### config.mk
export PLATFORM = sky130hd
export DESIGN_NAME = shell_reply_tx
export DESIGN_NICKNAME = d
export VERILOG_FILES = /design/src/rtl/shell_pkg.sv /design/src/rtl/uart_tx_byte.sv /design/src/rtl/shell_reply_tx.sv
export SDC_FILE = /design/constraint.sdc
export NUM_CORES = 1
export LEC_CHECK = 0
export CAP_MARGIN = 20
export CORE_ASPECT_RATIO = 0.9
export CORE_MARGIN = 2
export CORE_UTILIZATION = 58
export DETAILED_ROUTE_END_ITERATION = 6
export PLACE_DENSITY = 0.8
export SLEW_MARGIN = 10
export SYNTH_ARGS = -nofsm -noshare
export SYNTH_HDL_FRONTEND = slang
export SYNTH_HIERARCHICAL = 1
export SYNTH_SLANG_ARGS = --single-unit
### constraint.sdc
create_clock -name CLK -period 3.7 [get_ports CLK]
set_input_delay 0.37 -clock CLK [delete_from_list [all_inputs] [get_ports CLK]]
set_output_delay 0.37 -clock CLK [all_outputs]
set_load 0.01 [all_outputs]
### src/rtl/shell_pkg.sv
// shell_pkg: shared definitions for the UART command shell.
//   - ASCII constants used when formatting replies
//   - reply-kind encoding and per-kind last byte index
//   - reply formatter state enum
//   - nibble_to_ascii(): 4-bit value to uppercase ASCII hex digit, also used
//     by the receive-side hex parser
package shell_pkg;

  localparam logic [7:0] ASCII_CR    = 8'h0D;
  localparam logic [7:0] ASCII_LF    = 8'h0A;
  localparam logic [7:0] ASCII_SP    = 8'h20;
  localparam logic [7:0] ASCII_QMARK = 8'h3F;

  localparam logic KIND_READ = 1'b0;
  localparam logic KIND_ERR  = 1'b1;

  // Index of the final byte of each reply ("AAAA DDDD\r\n" and "?\r\n").
  localparam logic [3:0] READ_LAST_IDX = 4'd10;
  localparam logic [3:0] ERR_LAST_IDX  = 4'd2;

  typedef enum logic [1:0] {
    ST_IDLE = 2'd0,
    ST_LOAD = 2'd1,
    ST_SEND = 2'd2,
    ST_DONE = 2'd3
  } state_t;

  // 0-9 -> '0'-'9', 10-15 -> 'A'-'F'
  function automatic logic [7:0] nibble_to_ascii(input logic [3:0] n);
    if (n < 4'd10) return 8'h30 + {4'h0, n};
    else           return 8'h37 + {4'h0, n};
  endfunction

endpackage

### src/rtl/uart_tx_byte.sv
// uart_tx_byte: 8N1 serializer for one byte per frame.
// Ports:
//   clk, rst_n      clock, synchronous active-low reset
//   i_valid/i_byte  byte to send; taken when idle or on the frame-end cycle
//   o_tx            registered serial line, idle high
//   o_active        a frame is in progress
//   o_frame_end     high during the last cycle of the stop bit
// Handshake: i_valid has no ready; the producer asserts it only when
// o_active=0 or o_frame_end=1, and the byte is taken on that clock edge.
// Taking a byte on the frame-end cycle is what makes frames back-to-back.
module uart_tx_byte #(
  parameter int CLKS_PER_BIT = 217
) (
  input  logic       clk,
  input  logic       rst_n,
  input  logic       i_valid,
  input  logic [7:0] i_byte,
  output logic       o_tx,
  output logic       o_active,
  output logic       o_frame_end
);

  localparam int CNT_W = $clog2(CLKS_PER_BIT);
  localparam logic [CNT_W-1:0] CNT_LAST = CNT_W'(CLKS_PER_BIT - 1);

  logic             active_q,  active_d;
  logic [CNT_W-1:0] clk_cnt_q, clk_cnt_d;
  logic [3:0]       bit_cnt_q, bit_cnt_d;   // 0 start, 1..8 data, 9 stop
  logic [7:0]       shift_q,   shift_d;
  logic             tx_q,      tx_d;
  logic             frame_end;

  always_comb begin
    frame_end = active_q && (bit_cnt_q == 4'd9) && (clk_cnt_q == CNT_LAST);
    active_d  = active_q;
    clk_cnt_d = clk_cnt_q;
    bit_cnt_d = bit_cnt_q;
    shift_d   = shift_q;
    tx_d      = tx_q;
    if (i_valid && (!active_q || frame_end)) begin
      active_d  = 1'b1;
      clk_cnt_d = '0;
      bit_cnt_d = 4'd0;
      shift_d   = i_byte;
      tx_d      = 1'b0;
    end else if (active_q) begin
      if (clk_cnt_q == CNT_LAST) begin
        clk_cnt_d = '0;
        if (bit_cnt_q == 4'd9) begin
          active_d = 1'b0;
          tx_d     = 1'b1;
        end else begin
          bit_cnt_d = bit_cnt_q + 4'd1;
          // Leaving bit k: the next bit is data bit k (LSB first) or the stop bit.
          tx_d = (bit_cnt_q == 4'd8) ? 1'b1 : shift_q[bit_cnt_q[2:0]];
        end
      end else begin
        clk_cnt_d = clk_cnt_q + CNT_W'(1);
      end
    end
  end

  always_ff @(posedge clk) begin
    if (!rst_n) begin
      active_q  <= 1'b0;
      clk_cnt_q <= '0;
      bit_cnt_q <= 4'd0;
      shift_q   <= 8'h00;
      tx_q      <= 1'b1;
    end else begin
      active_q  <= active_d;
      clk_cnt_q <= clk_cnt_d;
      bit_cnt_q <= bit_cnt_d;
      shift_q   <= shift_d;
      tx_q      <= tx_d;
    end
  end

  assign o_tx        = tx_q;
  assign o_active    = active_q;
  assign o_frame_end = frame_end;

endmodule

### src/rtl/shell_reply_tx.sv
// shell_reply_tx: formats a shell reply as ASCII hex text and sends it on UART_TX.
//   read reply : "AAAA DDDD\r\n" (11 bytes), error reply: "?\r\n" (3 bytes)
// Ports:
//   CLK, RST          clock, synchronous active-low reset
//   i_Req             reply request, taken only while o_Busy=0
//   i_Kind            0 read reply, 1 error reply
//   i_Addr, i_Data    fields of a read reply, latched on acceptance
//   o_Busy            high from the cycle after acceptance until message end
//   o_Done            one-cycle pulse after the last stop bit
//   UART_TX           serial line, idle high
//   o_State           formatter state, for observation only
module shell_reply_tx
  import shell_pkg::*;
#(
  parameter int CLKS_PER_BIT = 217
) (
  input  logic        CLK,
  input  logic        RST,
  input  logic        i_Req,
  input  logic        i_Kind,
  input  logic [15:0] i_Addr,
  input  logic [15:0] i_Data,
  output logic        o_Busy,
  output logic        o_Done,
  output logic        UART_TX,
  output logic [1:0]  o_State
);

  state_t      state_q, state_d;
  logic [3:0]  idx_q,   idx_d;
  logic        kind_q,  kind_d;
  logic [15:0] addr_q,  addr_d;
  logic [15:0] data_q,  data_d;
  logic        busy_q,  busy_d;
  logic        done_q,  done_d;

  logic        tx_valid;
  logic [7:0]  tx_byte;
  logic        ser_active;
  logic        ser_frame_end;
  logic [3:0]  last_idx;

  assign last_idx = (kind_q == KIND_ERR) ? ERR_LAST_IDX : READ_LAST_IDX;

  always_comb begin
    state_d  = state_q;
    idx_d    = idx_q;
    kind_d   = kind_q;
    addr_d   = addr_q;
    data_d   = data_q;
    busy_d   = busy_q;
    done_d   = 1'b0;
    tx_valid = 1'b0;
    case (state_q)
      // DONE accepts a request like IDLE so a reply can follow with no gap.
      ST_IDLE, ST_DONE: begin
        busy_d  = 1'b0;
        state_d = ST_IDLE;
        if (i_Req) begin
          state_d = ST_LOAD;
          idx_d   = 4'd0;
          kind_d  = i_Kind;
          addr_d  = i_Addr;
          data_d  = i_Data;
          busy_d  = 1'b1;
        end
      end
      ST_LOAD: begin
        tx_valid = 1'b1;
        if (!ser_active || ser_frame_end) state_d = ST_SEND;
      end
      ST_SEND: begin
        if (ser_frame_end) begin
          idx_d = idx_q + 4'd1;
          if (idx_q == last_idx) begin
            state_d = ST_DONE;
            busy_d  = 1'b0;
            done_d  = 1'b1;
          end else begin
            tx_valid = 1'b1;
          end
        end
      end
      default: state_d = ST_IDLE;
    endcase
  end

  // Byte mux: selects the byte the serializer takes on this edge, which is
  // the byte at the index being registered (idx_d).
  always_comb begin
    tx_byte = ASCII_LF;
    if (kind_q == KIND_ERR) begin
      case (idx_d)
        4'd0:    tx_byte = ASCII_QMARK;
        4'd1:    tx_byte = ASCII_CR;
        default: tx_byte = ASCII_LF;
      endcase
    end else begin
      case (idx_d)
        4'd0:    tx_byte = nibble_to_ascii(addr_q[15:12]);
        4'd1:    tx_byte = nibble_to_ascii(addr_q[11:8]);
        4'd2:    tx_byte = nibble_to_ascii(addr_q[7:4]);
        4'd3:    tx_byte = nibble_to_ascii(addr_q[3:0]);
        4'd4:    tx_byte = ASCII_SP;
        4'd5:    tx_byte = nibble_to_ascii(data_q[15:12]);
        4'd6:    tx_byte = nibble_to_ascii(data_q[11:8]);
        4'd7:    tx_byte = nibble_to_ascii(data_q[7:4]);
        4'd8:    tx_byte = nibble_to_ascii(data_q[3:0]);
        4'd9:    tx_byte = ASCII_CR;
        default: tx_byte = ASCII_LF;
      endcase
    end
  end

  always_ff @(posedge CLK) begin
    if (!RST) begin
      state_q <= ST_IDLE;
      idx_q   <= 4'd0;
      kind_q  <= KIND_READ;
      addr_q  <= 16'h0000;
      data_q  <= 16'h0000;
      busy_q  <= 1'b0;
      done_q  <= 1'b0;
    end else begin
      state_q <= state_d;
      idx_q   <= idx_d;
      kind_q  <= kind_d;
      addr_q  <= addr_d;
      data_q  <= data_d;
      busy_q  <= busy_d;
      done_q  <= done_d;
    end
  end

  uart_tx_byte #(
    .CLKS_PER_BIT(CLKS_PER_BIT)
  ) u_tx (
    .clk        (CLK),
    .rst_n      (RST),
    .i_valid    (tx_valid),
    .i_byte     (tx_byte),
    .o_tx       (UART_TX),
    .o_active   (ser_active),
    .o_frame_end(ser_frame_end)
  );

  assign o_Busy  = busy_q;
  assign o_Done  = done_q;
  assign o_State = state_q;

endmodule

==> results of run 1 <==
-- path summary, 6_finish.rpt --
| path | slack, ps | to | cells past startpoint | from |
|---|---|---|---|---|
| worst max-delay path | 410 | u_tx/shift_q[4] | 13 | u_tx/clk_cnt_q[0] |
| worst min-delay path | 460 | data_q[8] | 2 | data_q[8] |
| worst max register to register | 410 | u_tx/shift_q[4] | 13 | u_tx/clk_cnt_q[0] |
| worst min register to register | 460 | data_q[8] | 2 | data_q[8] |
-- layout by cell type (no fill, tap or decap), types with 3 or more instances in the layout --
cell,n
nand2_1,93
dfxtp_1,63
a21oi_1,58
clkdlybuf4s50_1,40
nor2_1,35
inv_1,29
nand3_1,18
ha_1,17
o21ai_0,16
mux2i_1,15
nand4_1,14
nor2b_1,13
xnor2_1,12
a31oi_1,11
nor3_1,11
clkbuf_8,10
buf_4,10
o21ai_1,8
o21a_1,6
nand2b_1,6
a211oi_1,5
xor2_1,5
o211ai_1,4
o22ai_1,3
a21boi_0,3
and3_1,3
or3_1,3
o32a_1,3
a21o_1,3
and2_1,3
nor4_1,3
or4_1,3
mux4_2,3
clkinvlp_4,3
-- worst max-delay path: stages, from the launching register on --
cell and delay, ps:
dfxtp_1 340, inv_1 80, ha_1 150, and3_4 220
nand3_1 160, nor2_2 340, a21boi_0 140, o21ai_1 330
nand3_1 370, nor3_1 410, a211oi_1 160, a31oi_1 250
mux2i_1 110, nor2b_1 160
-- area by class of cell --
cell class              instances  area share [%]
multi-input cells             410            53.3
clock buffers                  11            3.02
clock inverters                 5            1.23
well taps                      90            2.40
inverters                      29            2.32
flip-flops and latches         63            26.9
repair buffers                 52            10.8
-- kinds of logic after synthesis --
family	share of synthesized area, %
AOI/OAI and AO/OA	20.8
xor gates and xnor gates	3.71
adders and majority gates	5.30
buffers and inverters	6.33
DFF	31.4
muxes	5.99
other	0.0935
and+or+nand+nor	26.4
-- stage by stage --
| stage | utilization, % | cells | setup slack [ps] |
|---|---|---|---|
| 5_1_grt | 70.8 | 660 | 155 |
| 2_1_floorplan | - | 529 | 764 |
| 3_3_place_gp | 67.3 | 642 | 420 |
| 3_5_place_dp | 67.3 | 642 | 353 |
| 6_report | 70.8 | 660 | 406 |
| 4_1_cts | 70.3 | 658 | 349 |
-- layer usage --
metal	vias to the layer above	global-route usage (%)
li1	1927	-
met1	1811	36.5
met2	187	48.0
met3	33	6.53
met4	0	9.78
met5	-	0
-- state kept, by name, indices dropped and copies added, names as in the netlist --
register and count:
addr_q 16, data_q 16, idx_q 4, kind_q 1, o_Busy 1, o_Done 1, o_State 2, u_tx/bit_cnt_q 4
u_tx/clk_cnt_q 8, u_tx/o_active 1, u_tx/o_tx 1, u_tx/shift_q 8
-- power breakdown --
group          switching (mW)  total (mW)  internal, mW
Combinational           0.501       0.874         0.373
Clock                   0.273       0.601         0.328
Sequential              0.110       0.894         0.784
Total                   0.883        2.37          1.49
==> results.yml, run 1 <==
global_route:
  antenna_found_initial: 0
  grt_remaining_overflow: 0
  grt_pass1_vias: 3792
  grt_pass1_wl_um: 17700
  grt_start_max_net_pins: 42
  grt_use_total_pct: 28.7
place:
  placed_area_um2: 4450
  hpwl_um: 8140
  numPortBuffers: 40
  gp_congestion: 1.08
synthesis:
  synth_largest_area_cell: "dfxtp_1"
  synthCells: 529
  ys_seq_elements: 63
  netlist_area_um2: 4010
  synth_warnings: 6
  synth_cell_types: 59
  synth_nets: 582
  synth_most_common_cell: "nand2_1"
  syn_avg_cell_area_um2: 7.58
  netlist_top_cells_count: "93 x nand2_1, 63 x dfxtp_1, 58 x a21oi_1"
  async_reset_ff_share_pct: 0
  synth_area_leaders: "dfxtp_1 31%, nand2_1 8.7%, a21oi_1 7.2%"
  synth_top_area_share_pct: 31.4
  synthFlopType: "dfxtp_1"
  yosysSeqAreaShare_pct: 31.4
  synth_edf_count: 0
floorplan:
  core_um2: 6620
  die_area_um2: 7600
  num_rows: 28
  start_util_pct: 60.6
  ioPinCount: 41
  fp.dieH_um: 82.9
  die_width_um: 91.7
clock_network:
  cts_sinks: 63
  cts_tree: "built"
  clock_latency_ps: 350
  cts.path.max_buffers: 2
  cts_buffers: 9
  h-tree-depth: 3
  postCtsResizedCells: 0
  cts_root_buf: "clkbuf_8"
  hold_buffers: 0
  path_clk_slew_ps: 70
  cts_setup_buffers: 0
routing:
  wl_um: 10600
  drtAntennaViolNets: 0
  drt_iter0_markers: 344
  via_per_inst: 6.00
  drc: 0
  first_pass_iters: 5
  vias: 3958
  detail_route.wl_per_cell_um: 16.1
  m1WireLength_um: 4540
  wl_met2_um: 5050
  met3_wirelength_um: 765
  routed.top_layer: "met4"
flow_run:
  max-cap-violations: 0
timing:
  holdWs_ps: 462
  fin_crit_sh_pct: 89.0
  setup_violations: 0
  tns_ps: 0
  relSlewSlack_pct: 51.6
  min_period_ps: 3290
  finClkSkew_ps: 8.54
  maxSlewViolCount: 0
  hold_viol: 0
  max_clock_freq_mhz: 304
  rsz0062_at_grt: "no"
  worst_pin_slew_ps: 707
power_and_ir_drop:
  leakagePower_nw: 1.69
  peakVddDrop_v: 0.000309
  p_per_area_nw_per_um2: 505
  finalPower_mw: 2.37
worst_hold_path:
  hold_path.class: "reg -> reg"
finish:
  layout-drive-gt1-share_pct: 7.37
  fill_cells: 532
  area_delta_synth_final_pct: 16.8
  multiInputGateArea_um2: 2500
  antenna_cells: 0
  nets: 618
  regArea_um2: 1260
  stdcell_area_um2: 4690
setup_path:
  cp_max_fo: 8
  crit_type: "reg -> reg"
  worstPathRequired_ps: 3970
  crit_arrival_ps: 3560
  start_kind: "flip-flop"
  end_kind: "flip-flop"
outcome:
  status: "finished, final reports clean"
Power figures use the tool's default switching activity.
==> inputs of run 2 (changes only) <==
--- a/config.mk
+++ b/config.mk
@@ -5,6 +5,7 @@
 export SDC_FILE = /design/constraint.sdc
 export NUM_CORES = 1
 export LEC_CHECK = 0
+export ABC_AREA = 1
 export CAP_MARGIN = 20
 export CORE_ASPECT_RATIO = 0.9
 export CORE_MARGIN = 2
==> run 2 against run 1 <==
Net effect:
- register-to-register slack better by 250 ps
- final cell count is 16% higher
- cell area is 4.1% higher
- synthesized cell count is 19% higher
- maximum frequency is 8.1% higher
- non-clock buffer count is 7 lower
- utilization is 1.4 points lower
- worst setup slack better by 250 ps
- critical endpoint is now u_tx/shift_q[3]
==> results.yml, run 2 <==
clock_network:
  cts_root_buf: "clkbuf_8"
  h-tree-depth: 3
  hold_buffers: 0
  cts_tree: "built"
  path_clk_slew_ps: 80
  clock_latency_ps: 360
  cts_buffers: 9
  postCtsResizedCells: 0
  cts_setup_buffers: 0
  cts.path.max_buffers: 2
  cts_sinks: 63
global_route:
  grt_pass1_wl_um: 17400
  grt_use_total_pct: 27.3
  antenna_found_initial: 0
  grt_remaining_overflow: 0
  grt_pass1_vias: 3819
  grt_start_max_net_pins: 58
finish:
  area_delta_synth_final_pct: 15.6
  fin_cells: 768
  utilization_pct: 69.3
  top_regs: "addr_q: 16 flops, data_q: 16 flops"
  antenna_cells: 0
  final_common_cell: "nand2_1"
  layout-drive-gt1-share_pct: 12.0
  nets: 723
  layout_common_cells: "124 x nand2_1, 78 x nor2_1, 78 x inv_1"
  stdcell_area_um2: 4880
setup_path:
  end_kind: "flip-flop"
  crit_type: "reg -> reg"
  start_kind: "flip-flop"
  crit_arrival_ps: 3340
  cp_max_fo: 12
  worstPathRequired_ps: 4000
floorplan:
  die_width_um: 93.9
  fp.dieH_um: 84.9
  num_rows: 29
  core_um2: 7040
  ioPinCount: 41
  start_util_pct: 60.0
  die_area_um2: 7980
routing:
  wl_met2_um: 4630
  met3_wirelength_um: 537
  first_pass_iters: 4
  drc: 0
  vias: 4036
  drt_iter0_markers: 283
  m1WireLength_um: 4650
  wl_um: 9930
  detail_route.wl_per_cell_um: 12.9
  routed.top_layer: "met4"
  via_per_inst: 5.26
  drtAntennaViolNets: 0
place:
  dp_slack_ps: 705
  numPortBuffers: 40
  placed_area_um2: 4680
  dp.cells: 752
  hpwl_um: 7720
  gp_congestion: 0.938
synthesis:
  synthFlopType: "dfxtp_1"
  ys_seq_elements: 63
  syn_avg_cell_area_um2: 6.70
  netlist_area_um2: 4220
  async_reset_ff_share_pct: 0
  synth_largest_area_cell: "dfxtp_1"
  yosysSeqAreaShare_pct: 29.9
  netlist_top_cells_count: "124 x nand2_1, 78 x inv_1, 78 x nor2_1"
  synthCells: 630
  synth_warnings: 6
  synth_top_area_share_pct: 29.9
  synth_nets: 683
  synth_edf_count: 0
  synth_most_common_cell: "nand2_1"
  synth_area_leaders: "dfxtp_1 30%, nand2_1 11%, inv_1 6.9%"
  synth_cell_types: 38
timing:
  maxSlewViolCount: 0
  min_period_ps: 3050
  finClkSkew_ps: 12.9
  fin_crit_sh_pct: 82.4
  fin_ws_ps: 652
  setup_violations: 0
  max_clock_freq_mhz: 328
  relSlewSlack_pct: 65.6
  worst_pin_slew_ps: 510
  hold_viol: 0
  tns_ps: 0
  rsz0062_at_grt: "no"
worst_hold_path:
  hold_path.class: "reg -> reg"
power_and_ir_drop:
  peakVddDrop_v: 0.000336
  p_per_area_nw_per_um2: 530
  leakagePower_nw: 2.07
outcome:
  status: "finished, final reports clean"
flow_run:
  max-cap-violations: 0
run 2: cell types whose count changed in the layout (fill, tap and decap cells not counted), moves of 15 or more:
| cell | previous run | this run |
|---|---|---|
| nor2_1 | 35 | 78 |
| inv_1 | 29 | 78 |
| nand2_1 | 93 | 124 |
| mux2i_1 | 15 | 0 |
| a21oi_1 | 58 | 40 |
| o21ai_0 | 16 | 54 |
| nand3_1 | 18 | 50 |
run 2: critical path: stages, from the launching register on:
cell     delay (ps)
dfxtp_1         350
inv_1            80
ha_1            150
nand2_1          60
nor2_2          120
nand2_1         140
inv_2           120
nand2_2          80
nor3_1          160
buf_4           180
nand2_1          80
nand2_1          60
nand3_1          60
nand2_1         100
nand2_4         140
inv_2           160
nand2_8         100
nor2_4          120
nand2_1          80
o21ai_1         250
nor2_1           70
nand3_1          90
inv_1            40
nand3_1          70
nand2_1          50
nor2_1           80
run 2: area by class of cell:
cell class	instances	area, um^2
Inverter	89	337
Tap cell	93	116
Clock inverter	7	80.1
Timing Repair Buffer	45	438
Sequential cell	63	1260
Clock buffer	9	124
Multi-Input combinational cell	462	2520
Fill cell	643	2160
run 2: metal layers:
layer / global-route usage, % / vias to the layer above
met5: 0 / -
met4: 7.38 / 0
met3: 7.28 / 12
met2: 44.2 / 87
met1: 36.1 / 1837
li1: - / 2100
run 2: path summary, 6_finish.rpt:
path	end	cells past startpoint	start	slack, ps
worst max register to register	u_tx/shift_q[3]	25	u_tx/clk_cnt_q[0]	650
worst min-delay path	o_Busy	2	o_Busy	470
worst max-delay path	u_tx/shift_q[3]	25	u_tx/clk_cnt_q[0]	650
worst min register to register	o_Busy	2	o_Busy	470
run 2: report_power, final:
part,switching (mW),internal (mW),leakage (nW)
registers,0.116,0.830,0.516
clock network,0.305,0.317,0.0964
logic,0.628,0.388,1.46
total,1.05,1.54,2.07
run 2: kinds of logic after synthesis:
| logic type | count (synthesis) | synth area share (%) |
|---|---|---|
| AND/OR/NAND/NOR | 308 | 35.8 |
| AO/OA/AOI/OAI | 119 | 15.3 |
| buffers and inverters | 105 | 10.3 |
| flip-flops | 63 | 29.9 |
| XOR/XNOR | 17 | 3.53 |
| adder cells (fa/ha/maj) | 17 | 5.04 |
| other | 1 | 0.0889 |
run 2: stage by stage:
stage / hold WS (ps) / power, mW
2_1_floorplan: 456 / 1.71
3_3_place_gp: 450 / 1.93
3_5_place_dp: 466 / 1.97
4_1_cts: 477 / 2.59
5_1_grt: 499 / 2.80
6_report: 474 / 2.58
==> inputs of run 3 (changes only) <==
==> constraint.sdc (replaced) <==
create_clock -name CLK -period 2.9 [get_ports CLK]
set_input_delay 0.29 -clock CLK [delete_from_list [all_inputs] [get_ports CLK]]
set_output_delay 0.29 -clock CLK [all_outputs]
set_load 0.01 [all_outputs]
==> run 3 against run 2 <==
Net effect:
- final cell count is 3.6% higher
- count of clock-buffer cells in the layout is 1 higher
- register-to-register slack worse by 600 ps
- worst setup slack worse by 600 ps
- die area stayed put
- cell area is 7.6% higher
- worst hold slack worse by 6.3 ps
- utilization is 5.3 points higher
- sequential cell count stayed put
- sequential power is 27% higher
- critical path depth stayed put
- critical path type unchanged
==> results.yml, run 3 (synthesized netlist as in run 2, its figures left out) <==
timing:
  min_period_ps: 2840
  tns_ps: 0
  relSlewSlack_pct: 64.8
  worst_pin_slew_ps: 523
  finClkSkew_ps: 13.8
  fin_ws_ps: 55.4
  rsz0062_at_grt: "yes"
  max_clock_freq_mhz: 352
  hold_viol: 0
  setup_violations: 0
  maxSlewViolCount: 0
  fin_crit_sh_pct: 98.1
clock_network:
  h-tree-depth: 3
  clock_latency_ps: 350
  cts_sinks: 63
  cts_root_buf: "clkbuf_8"
  hold_buffers: 0
  cts_buffers: 9
  path_clk_slew_ps: 70
  cts_tree: "built"
  cts.path.max_buffers: 2
setup_path:
  crit_type: "reg -> reg"
  startpoint: "u_tx/clk_cnt_q[1]"
  r2r_cells: 25
  cp_max_fo: 7
  rrSetupSlack_ps: 60
  crit_end: "u_tx/shift_q[3]"
  start_kind: "flip-flop"
  worstPathRequired_ps: 3190
  crit_arrival_ps: 3130
  reg2reg_to: "u_tx/shift_q[3]"
  reg2reg_from: "u_tx/clk_cnt_q[1]"
  end_kind: "flip-flop"
finish:
  fin_cells: 796
  layout_common_cells: "111 x nand2_1, 75 x inv_1, 72 x nor2_1"
  area_delta_synth_final_pct: 24.4
  top_regs: "addr_q: 16 flops, data_q: 16 flops"
  stdcell_area_um2: 5250
  nets: 751
  antenna_cells: 0
  final_common_cell: "nand2_1"
  layout-drive-gt1-share_pct: 20.2
place:
  dp_slack_ps: -14.2
  hpwl_um: 7630
  gp_congestion: 1.02
  numPortBuffers: 40
  placed_area_um2: 4730
  dp.cells: 757
routing:
  detail_route.wl_per_cell_um: 13.6
  routed.top_layer: "met4"
  m1WireLength_um: 4870
  met3_wirelength_um: 657
  wl_met2_um: 5140
  first_pass_iters: 6
  drc: 0
  drt_iter0_markers: 274
  wl_um: 10800
  drtAntennaViolNets: 0
  via_per_inst: 5.36
  vias: 4269
outcome:
  status: "finished, final reports clean"
global_route:
  antenna_found_initial: 0
  grt_remaining_overflow: 0
  grt_pass1_vias: 3744
  grt_pass1_wl_um: 16600
  grt_start_max_net_pins: 28
  grt_use_total_pct: 26.0
floorplan:
  die_width_um: 93.9
  die_area_um2: 7980
  fp.dieH_um: 84.9
  num_rows: 29
  core_um2: 7040
  ioPinCount: 41
  start_util_pct: 60.0
power_and_ir_drop:
  peakVddDrop_v: 0.000400
  leakagePower_nw: 2.29
  p_per_area_nw_per_um2: 633
flow_run:
  max-cap-violations: 0
worst_hold_path:
  hold_path.class: "reg -> reg"
run 3: where the power goes:
part | internal [mW] | switching, mW | leakage, nW
clock | 0.338 | 0.384 | 0.0930
sequential | 1.06 | 0.145 | 0.517
combinational | 0.542 | 0.853 | 1.68
run 3: area by class of cell:
class	count	area [um^2]
Sequential cell	63	1260
Fill cell	577	1790
Clock buffer	10	138
Timing Repair Buffer	71	653
Clock inverter	6	43.8
Inverter	89	339
Multi-Input combinational cell	464	2700
Tap cell	93	116
run 3: worst min path at each step:
stage | depth (start not counted) | start | endpoint
floorplan | 2 | RST | addr_q[0]
global placement | 2 | o_Busy | o_Busy
detailed placement | 2 | o_Busy | o_Busy
CTS | 2 | o_Busy | o_Busy
global route | 2 | o_Busy | o_Busy
finish | 2 | o_Busy | o_Busy
run 3: metrics by stage:
| stage | hold WS, ps | power [mW] | util (%) |
|---|---|---|---|
| floorplan | 428 | 2.18 | - |
| global placement | 451 | 2.50 | 67.1 |
| detailed placement | 458 | 2.54 | 67.1 |
| CTS | 469 | 3.26 | 69.8 |
| global route | 505 | 3.57 | 74.6 |
| finish | 468 | 3.32 | 74.6 |
run 3: metal layers:
metal / up-vias / GRT usage [%]
li1: 2168 / -
met1: 1941 / 34.1
met2: 140 / 42.9
met3: 20 / 6.48
met4: 0 / 6.59
met5: - / 0
run 3: worst max-delay path, stage by stage, from the launching register on:
cell and delay (ps):
dfxtp_2 350, inv_2 70, ha_4 130, nand2_2 60, nor2_4 130, nand2_2 80, inv_2 90, nand2_4 60
nor3_4 170, buf_6 160, nand2_4 50, nor2_4 110, nand2_2 70, nand2_2 90, nand2_4 90, nand2_8 130
nand2_8 100, nor2_4 150, nand2_2 80, o21ai_2 190, nor2_1 70, nand3_1 80, inv_1 50, nand3_1 70
nand2_1 50, nor2_1 100
run 3: timing repair:
item	4_1_cts	5_1_grt
gates resized for setup	3	44
pin swaps	0	29
setup buffers	0	21
setup endpoints to repair	5	7
cloned	0	2
